==> config.mk <==
export PLATFORM = sky130hd
export DESIGN_NAME = picorv32_wb_master
export DESIGN_NICKNAME = d
export VERILOG_FILES = /design/src/rtl/picorv32_wb_master.sv
export SDC_FILE = /design/constraint.sdc
export NUM_CORES = 1
export LEC_CHECK = 0
export CAP_MARGIN = 20
export CORE_UTILIZATION = 42
export DETAILED_ROUTE_END_ITERATION = 8
export PLACE_DENSITY = 0.86
export SLEW_MARGIN = 20
export SYNTH_ARGS = -nofsm -noshare
export SYNTH_HDL_FRONTEND = slang
export SYNTH_SLANG_ARGS = --single-unit
==> constraint.sdc <==
create_clock -name i_clk -period 2.7 [get_ports i_clk]
set_clock_uncertainty 0.05 [all_clocks]
set_input_delay 0.405 -clock i_clk [delete_from_list [all_inputs] [get_ports i_clk]]
set_output_delay 0.405 -clock i_clk [all_outputs]
set_load 0.01 [all_outputs]
==> src/rtl/picorv32_wb_master.sv <==
// picorv32 native memory port to single-beat pipelined Wishbone B4 initiator.
// Optional bus watchdog enabled by defining WB_MASTER_TIMEOUT_EN.
`timescale 1ns/1ps
module picorv32_wb_master #(
  parameter int TIMEOUT_CYCLES = 255,
  parameter int TIMEOUT_W      = 8
) (
  input  logic        i_clk,
  input  logic        i_reset,
  input  logic        i_mem_valid,
  input  logic [31:0] i_mem_addr,
  input  logic [31:0] i_mem_wdata,
  input  logic [3:0]  i_mem_wstrb,
  output logic        o_mem_ready,
  output logic [31:0] o_mem_rdata,
  output logic        o_mem_err,
  output logic        o_wb_cyc,
  output logic        o_wb_stb,
  output logic        o_wb_we,
  output logic [31:0] o_wb_addr,
  output logic [31:0] o_wb_data,
  output logic [3:0]  o_wb_sel,
  input  logic        i_wb_ack,
  input  logic [31:0] i_wb_data,
  input  logic        i_wb_stall,
  input  logic        i_wb_err,
  output logic        o_busy
);

  typedef enum logic [1:0] {IDLE, REQ, WAIT, DONE} state_t;

  state_t      state, state_nx;
  logic        we_q, we_nx;
  logic [31:0] addr_q, addr_nx;
  logic [31:0] data_q, data_nx;
  logic [3:0]  sel_q, sel_nx;
  logic [31:0] rdata_q, rdata_nx;
  logic        err_q, err_nx;
  logic        timeout;

`ifdef WB_MASTER_TIMEOUT_EN
  logic [TIMEOUT_W-1:0] tmo_cnt;

  // Counter restarts every time we sit in IDLE, so it counts only bus-cycle time.
  always_ff @(posedge i_clk) begin
    if (i_reset || state == IDLE) tmo_cnt <= '0;
    else                          tmo_cnt <= tmo_cnt + 1'b1;
  end

  assign timeout = (state == REQ || state == WAIT) &&
                   (tmo_cnt == TIMEOUT_W'(TIMEOUT_CYCLES - 1));
`else
  logic [TIMEOUT_W-1:0] unused_tmo_cfg;
  assign unused_tmo_cfg = TIMEOUT_W'(TIMEOUT_CYCLES);
  assign timeout        = 1'b0;
`endif

  always_ff @(posedge i_clk) begin
    if (i_reset) begin
      state   <= IDLE;
      we_q    <= 1'b0;
      addr_q  <= '0;
      data_q  <= '0;
      sel_q   <= '0;
      rdata_q <= '0;
      err_q   <= 1'b0;
    end else begin
      state   <= state_nx;
      we_q    <= we_nx;
      addr_q  <= addr_nx;
      data_q  <= data_nx;
      sel_q   <= sel_nx;
      rdata_q <= rdata_nx;
      err_q   <= err_nx;
    end
  end

  always_comb begin
    state_nx = state;
    we_nx    = we_q;
    addr_nx  = addr_q;
    data_nx  = data_q;
    sel_nx   = sel_q;
    rdata_nx = rdata_q;
    err_nx   = err_q;
    case (state)
      IDLE: begin
        if (i_mem_valid) begin
          state_nx = REQ;
          addr_nx  = i_mem_addr;
          data_nx  = i_mem_wdata;
          we_nx    = |i_mem_wstrb;
          sel_nx   = (|i_mem_wstrb) ? i_mem_wstrb : 4'hF;
        end
      end
      REQ, WAIT: begin
        // A responder answer always beats the watchdog, and err beats ack.
        if (i_wb_err) begin
          state_nx = DONE;
          rdata_nx = '0;
          err_nx   = 1'b1;
        end else if (i_wb_ack) begin
          state_nx = DONE;
          err_nx   = 1'b0;
          if (!we_q) rdata_nx = i_wb_data;
        end else if (timeout) begin
          state_nx = DONE;
          rdata_nx = '0;
          err_nx   = 1'b1;
        end else if (state == REQ && !i_wb_stall) begin
          state_nx = WAIT;
        end
      end
      DONE:    state_nx = IDLE;
      default: state_nx = IDLE;
    endcase
  end

  assign o_wb_cyc    = (state == REQ) || (state == WAIT);
  assign o_wb_stb    = (state == REQ);
  assign o_wb_we     = we_q;
  assign o_wb_addr   = addr_q;
  assign o_wb_data   = data_q;
  assign o_wb_sel    = sel_q;
  assign o_mem_ready = (state == DONE);
  assign o_mem_err   = (state == DONE) && err_q;
  assign o_mem_rdata = rdata_q;
  assign o_busy      = (state != IDLE);

endmodule
# Yosys cells after proc, flatten, opt, wreduce, memory -nomap -nowiden
# Index checks and enable logic that the tools add are counted.
dict set report word_totals {
  latchBits 0
  ramBits 0
  romBits 0
  n_memories 0
  register_bits 104
  inputBits 106
}
dict set report classes {
  mul 0
  add_sub_neg 0
  bitwise_logic 0
  n_mux 11
  n_eq_ne 6
  n_lt_le_gt_ge 0
  n_reduce_logical 13
  div 0
  n_shift 0
}
# op n
set ops {}
lappend ops {{2-to-1 mux 32 bit} 3}
lappend ops {{2-to-1 mux 2 bit} 4}
lappend ops {{one-hot mux 2 bit (3 select lines)} 1}
lappend ops {{AND reduction 2 bit} 3}
lappend ops {{== test 2 bit (second input constant)} 2}
lappend ops {{2-to-1 mux 4 bit} 1}
lappend ops {{!= test 2 bit (second input constant)} 2}
lappend ops {{!= test 4 bit (second input constant)} 1}
lappend ops {{nonzero test 2 bit} 2}
lappend ops {{OR reduction 4 bit} 1}
lappend ops {{AND reduction 3 bit} 1}
lappend ops {{== test 2 x 1 -> 1 bit (second input constant)} 1}
lappend ops {{logical AND 1 bit} 2}
lappend ops {{logical NOT 2 bit} 1}
lappend ops {{2-to-1 mux 1 bit} 2}
lappend ops {{OR reduction 2 bit} 1}
lappend ops {{logical NOT 1 bit} 1}
lappend ops {{logical OR 1 bit} 1}

# Longest topological paths before layout
dict set report logic_depth {
  ltp_word 6
  ltp_mapped 8
}

# Worst setup path after synthesis
# No wires, ideal clock.
dict set report synth_timing {
  path_kind {register -> register}
  from {register state[0]}
  to {register rdata_q[10], in the netlist o_mem_rdata[10]}
  period_less_slack_ps 1649
  stages_incl_launch_ff 8
  t_arrival_ps 1536
  slack_ps 1051
  required_ps 2588
  path_cell_list {dfxtp_1 -> inv_1 -> ha_1 -> nand2_2 -> nor3_4 -> buf_8 -> a22oi_2 -> nor2_2}
}
dict set report synth_between {
  elab_chain_len 3
  word_cells_on_any_way 4
}
# element line_no
set synth_rtl {}
lappend synth_rtl {{start, declared} 32} ;# state_t state, state_nx;
lappend synth_rtl {{start signal, assigned} 68} ;# state <= state_nx;
lappend synth_rtl {{== test 2 x 1 -> 1 bit / == test 2 bit (equally long branches)} 86} ;# case (state)
lappend synth_rtl {{OR reduction 2 bit (*)} 86}
lappend synth_rtl {{AND reduction 3 bit (no line) (*)} -}
lappend synth_rtl {{end signal, assigned} 73} ;# rdata_q <= rdata_nx;
lappend synth_rtl {{end, declared} 37} ;# logic [31:0] rdata_q, rdata_nx;
# Mark *: on every way between the ends. The rest lies on a longest branch, timed or not.
# A chain may end at the register's enable or synchronous reset.

# Final worst setup path
dict set report layout_timing {
  from {register state[0]}
  to {output port o_wb_cyc}
}
dict set report layout_between {
  elab_chain_len 2
  word_cells_on_any_way 3
}
# element line_no
set layout_rtl {}
lappend layout_rtl {{== test 2 x 1 -> 1 bit / == test 2 bit (equally long branches)} 119} ;# assign o_wb_cyc = (state == REQ) || (state == WAIT);
lappend layout_rtl {{logical OR 1 bit (*)} 119}
lappend layout_rtl {{end, declared} 17} ;# output logic o_wb_cyc,
# Marked as above.

==> key figures <==
Floorplan
  • Die W: between 90 and 100 um
  • Num rows: 34
  • Core region area: 8890 sq um
  • Io pins: 212
  • Die height: 98.9 um
  • Initial core utilization: 0.443
  • Die area: 9780 sq um

Timing
  • RSZ-0062 raised after global routing: no
  • Measured slew at the worst slew-check pin: 636 ps
  • Final worst-path cycle share: 0.865
  • # setup viols final: 0
  • Final min period: 2340 ps
  • Final Hold Fails: 0
  • Max-slew violation count: 0
  • Fin Hold WS: around 410 ps
  • Setup TNS after final layout: 0 ps
  • Max frequency: 428 MHz
  • Worst slew margin: 0.576
  • Worst setup margin: 364 ps

Clocking
  • Max clock buf depth: 2
  • PostCTS Resize Cnt: 0
  • Post-CTS Setup Bufs: 0
  • Sinks on the clock net: 104
  • Clk slew on worst S/H paths: around 90 ps
  • Root Driver: clkbuf_8
  • Worst-Skew Late Latency: 330 ps
  • H-tree levels: 3
  • CTS Buf Count: 9
  • CTS tree: built
  • Hold_buf cts: 0

Route
  • DR WL/cell: 14.8 um
  • Routed wire length: 11.0 mm
  • TritonRoute pass-1 iters: 4
  • DRC: 0
  • Via count: 3675
  • Antenna viol nets, final: 0
  • DR vias/cell: 4.95
  • 1st-iter DRT viols: 70

Worst setup path
  • CP Max Fanout: 7
  • CP Data Arrival Time: 1880 ps
  • CP top delay family: buffers and inverters
  • Crit-path slowest cell: clkdlybuf4s50_1
  • Req. time, crit path: 2250 ps
  • CP Capture Type: primary output
  • Crit Path Category: flop to primary output
  • Worst-path cell chain: inv_1, ha_1, clkdlybuf4s50_1
  • CP startpoint kind: flop
  • Largest stage delay on the critical path: just over 600 ps
  • WP buf/inv: 2

Final layout
  • Layout Area Growth over Synthesis: 59.2%
  • Design area: 6270 sq um
  • ANT cells: 0
  • # nets final: 741
  • Layout cells sized above 1: 0.145

Hold path
  • Hold crit path type: flop to flop

Place
  • DP Worst Slack: about 650 ps
  • Hpwl dp: 8.29 mm
  • GP Congestion: approximately 0.7
  • Post-DP Area: 6100 sq um
  • PortBufs: 211

Yosys
  • Ys Warns: 0
  • Sequential-to-total area share from yosys stat: 0.528
  • Area share of the largest cell type after synthesis: 0.528
  • FF+latch count, synth: 104
  • Top FF cell, synth: dfxtp_1
  • Synth Instances: 432
  • Largest cells by area after synthesis: dfxtp_1 53%, nand2_1 12%, a22oi_2 9.5%
  • Asr flop ratio synth: 0
  • Synthesized area per cell: 9.12 sq um
  • Post-synth EDFFs: 0
  • Top cells by count, synth: 130 x nand2_1, 104 x dfxtp_1, 65 x a21oi_1
  • Yosys top cell by area: dfxtp_1
  • Mapped Area: 3940 sq um
  • Synth unique cells: 25
  • Mapped Nets: 542
  • Count leader, synth: nand2_1

Power
  • Post-route total power: 0.00494 W
  • Max rail drop VDD: ~0.00050 V
  • PwrDens: 787 nW/um^2
  • Leak: 2.23 nW

Global route
  • Initial antenna violation count: 0
  • Global-route usage over all layers: 0.224
  • Grt total ovfl: 0
  • First-pass GRT wire length: 17.4 mm
  • Largest net degree at the start of global routing: 61
  • Vias in the first global route: between 3000 and 4000

Status
  • Status: completed

Run
  • Max-cap violations: 0
metrics by stage:
stage          std cells  utilization
6_report             743        0.706
5_1_grt              743        0.706
4_1_cts              743        0.706
3_5_place_dp         728        0.686
3_3_place_gp         728        0.686
2_1_floorplan        432            -
tightest hold or removal path, delay by kind of cell (launching register included):
family,cells,cell delay (ps)
flops,1,310
simple gates,1,50
compound gates,1,50
state kept, by name (all words and copies together), names as in the netlist:
register and count:
o_wb_sel 4, o_mem_rdata 32, o_wb_we 1, o_wb_addr 32
o_wb_data 32, state 2, err_q 1
cell usage in the layout (no fill, tap or decap):
master / synthesis / final
clkdlybuf4s50_1: 0 / 210
nand2_1: 130 / 129
dfxtp_1: 104 / 104
a21oi_1: 65 / 65
a22oi_2: 30 / 30
nor2_2: 30 / 30
nor2_1: 13 / 13
clkbuf_8: 0 / 11
buf_4: 3 / 8
nor3_1: 4 / 4
ha_1: 4 / 4
inv_1: 3 / 3
a22oi_1: 3 / 3
mux2i_1: 3 / 3
buf_12: 0 / 3
nand2_2: 1 / 2
o21ai_0: 2 / 2
clkinv_2: 0 / 2
and2_1: 2 / 1
and2_2: 0 / 1
o41ai_2: 1 / 1
nor3_4: 1 / 1
nor2b_1: 1 / 1
o21ai_4: 0 / 1
o32ai_2: 1 / 1
clkbuf_1: 9 / 1
clkinvlp_4: 0 / 1
cells by family after synthesis:
| family | count (synthesis) | synth area share |
|---|---|---|
| mux | 3 | 0.00762 |
| flops | 104 | 0.528 |
| simple gates | 182 | 0.199 |
| fa+ha+maj | 4 | 0.0127 |
| compound gates | 103 | 0.197 |
| buf+inv | 36 | 0.0556 |
final timing paths:
path / startpoint / endpoint / slack (ps) / cells past startpoint
max: state[0] / o_wb_cyc / 360 / 3
min: o_wb_addr[1] / o_wb_addr[1] / 410 / 2
max reg2reg: state[0] / o_mem_rdata[31] / 710 / 7
min reg2reg: o_wb_addr[1] / o_wb_addr[1] / 410 / 2
power by group:
group          leakage, nW  internal [W]  switching (W)
Sequential           0.850       0.00180       0.000158
Clock               0.0882      0.000379       0.000482
Combinational         1.29       0.00104        0.00108
Total                 2.23       0.00322        0.00172
cell type report:
cell class,instances,area (sq um)
clock buffer,12,155
multi-input combinational,292,1650
inverter,3,11.3
sequential,104,2080
fill,662,2620
clock inverter,3,17.5
timing repair buffer,221,2220
tap,108,135
metal layers:
metal  global-route usage  routed length [um]
met5                    0                   0
met4               0.0758                 176
met3               0.0674                 882
met2                0.409                5630
met1                0.246                4320
Note: power is estimated with default switching activity, not from simulation.
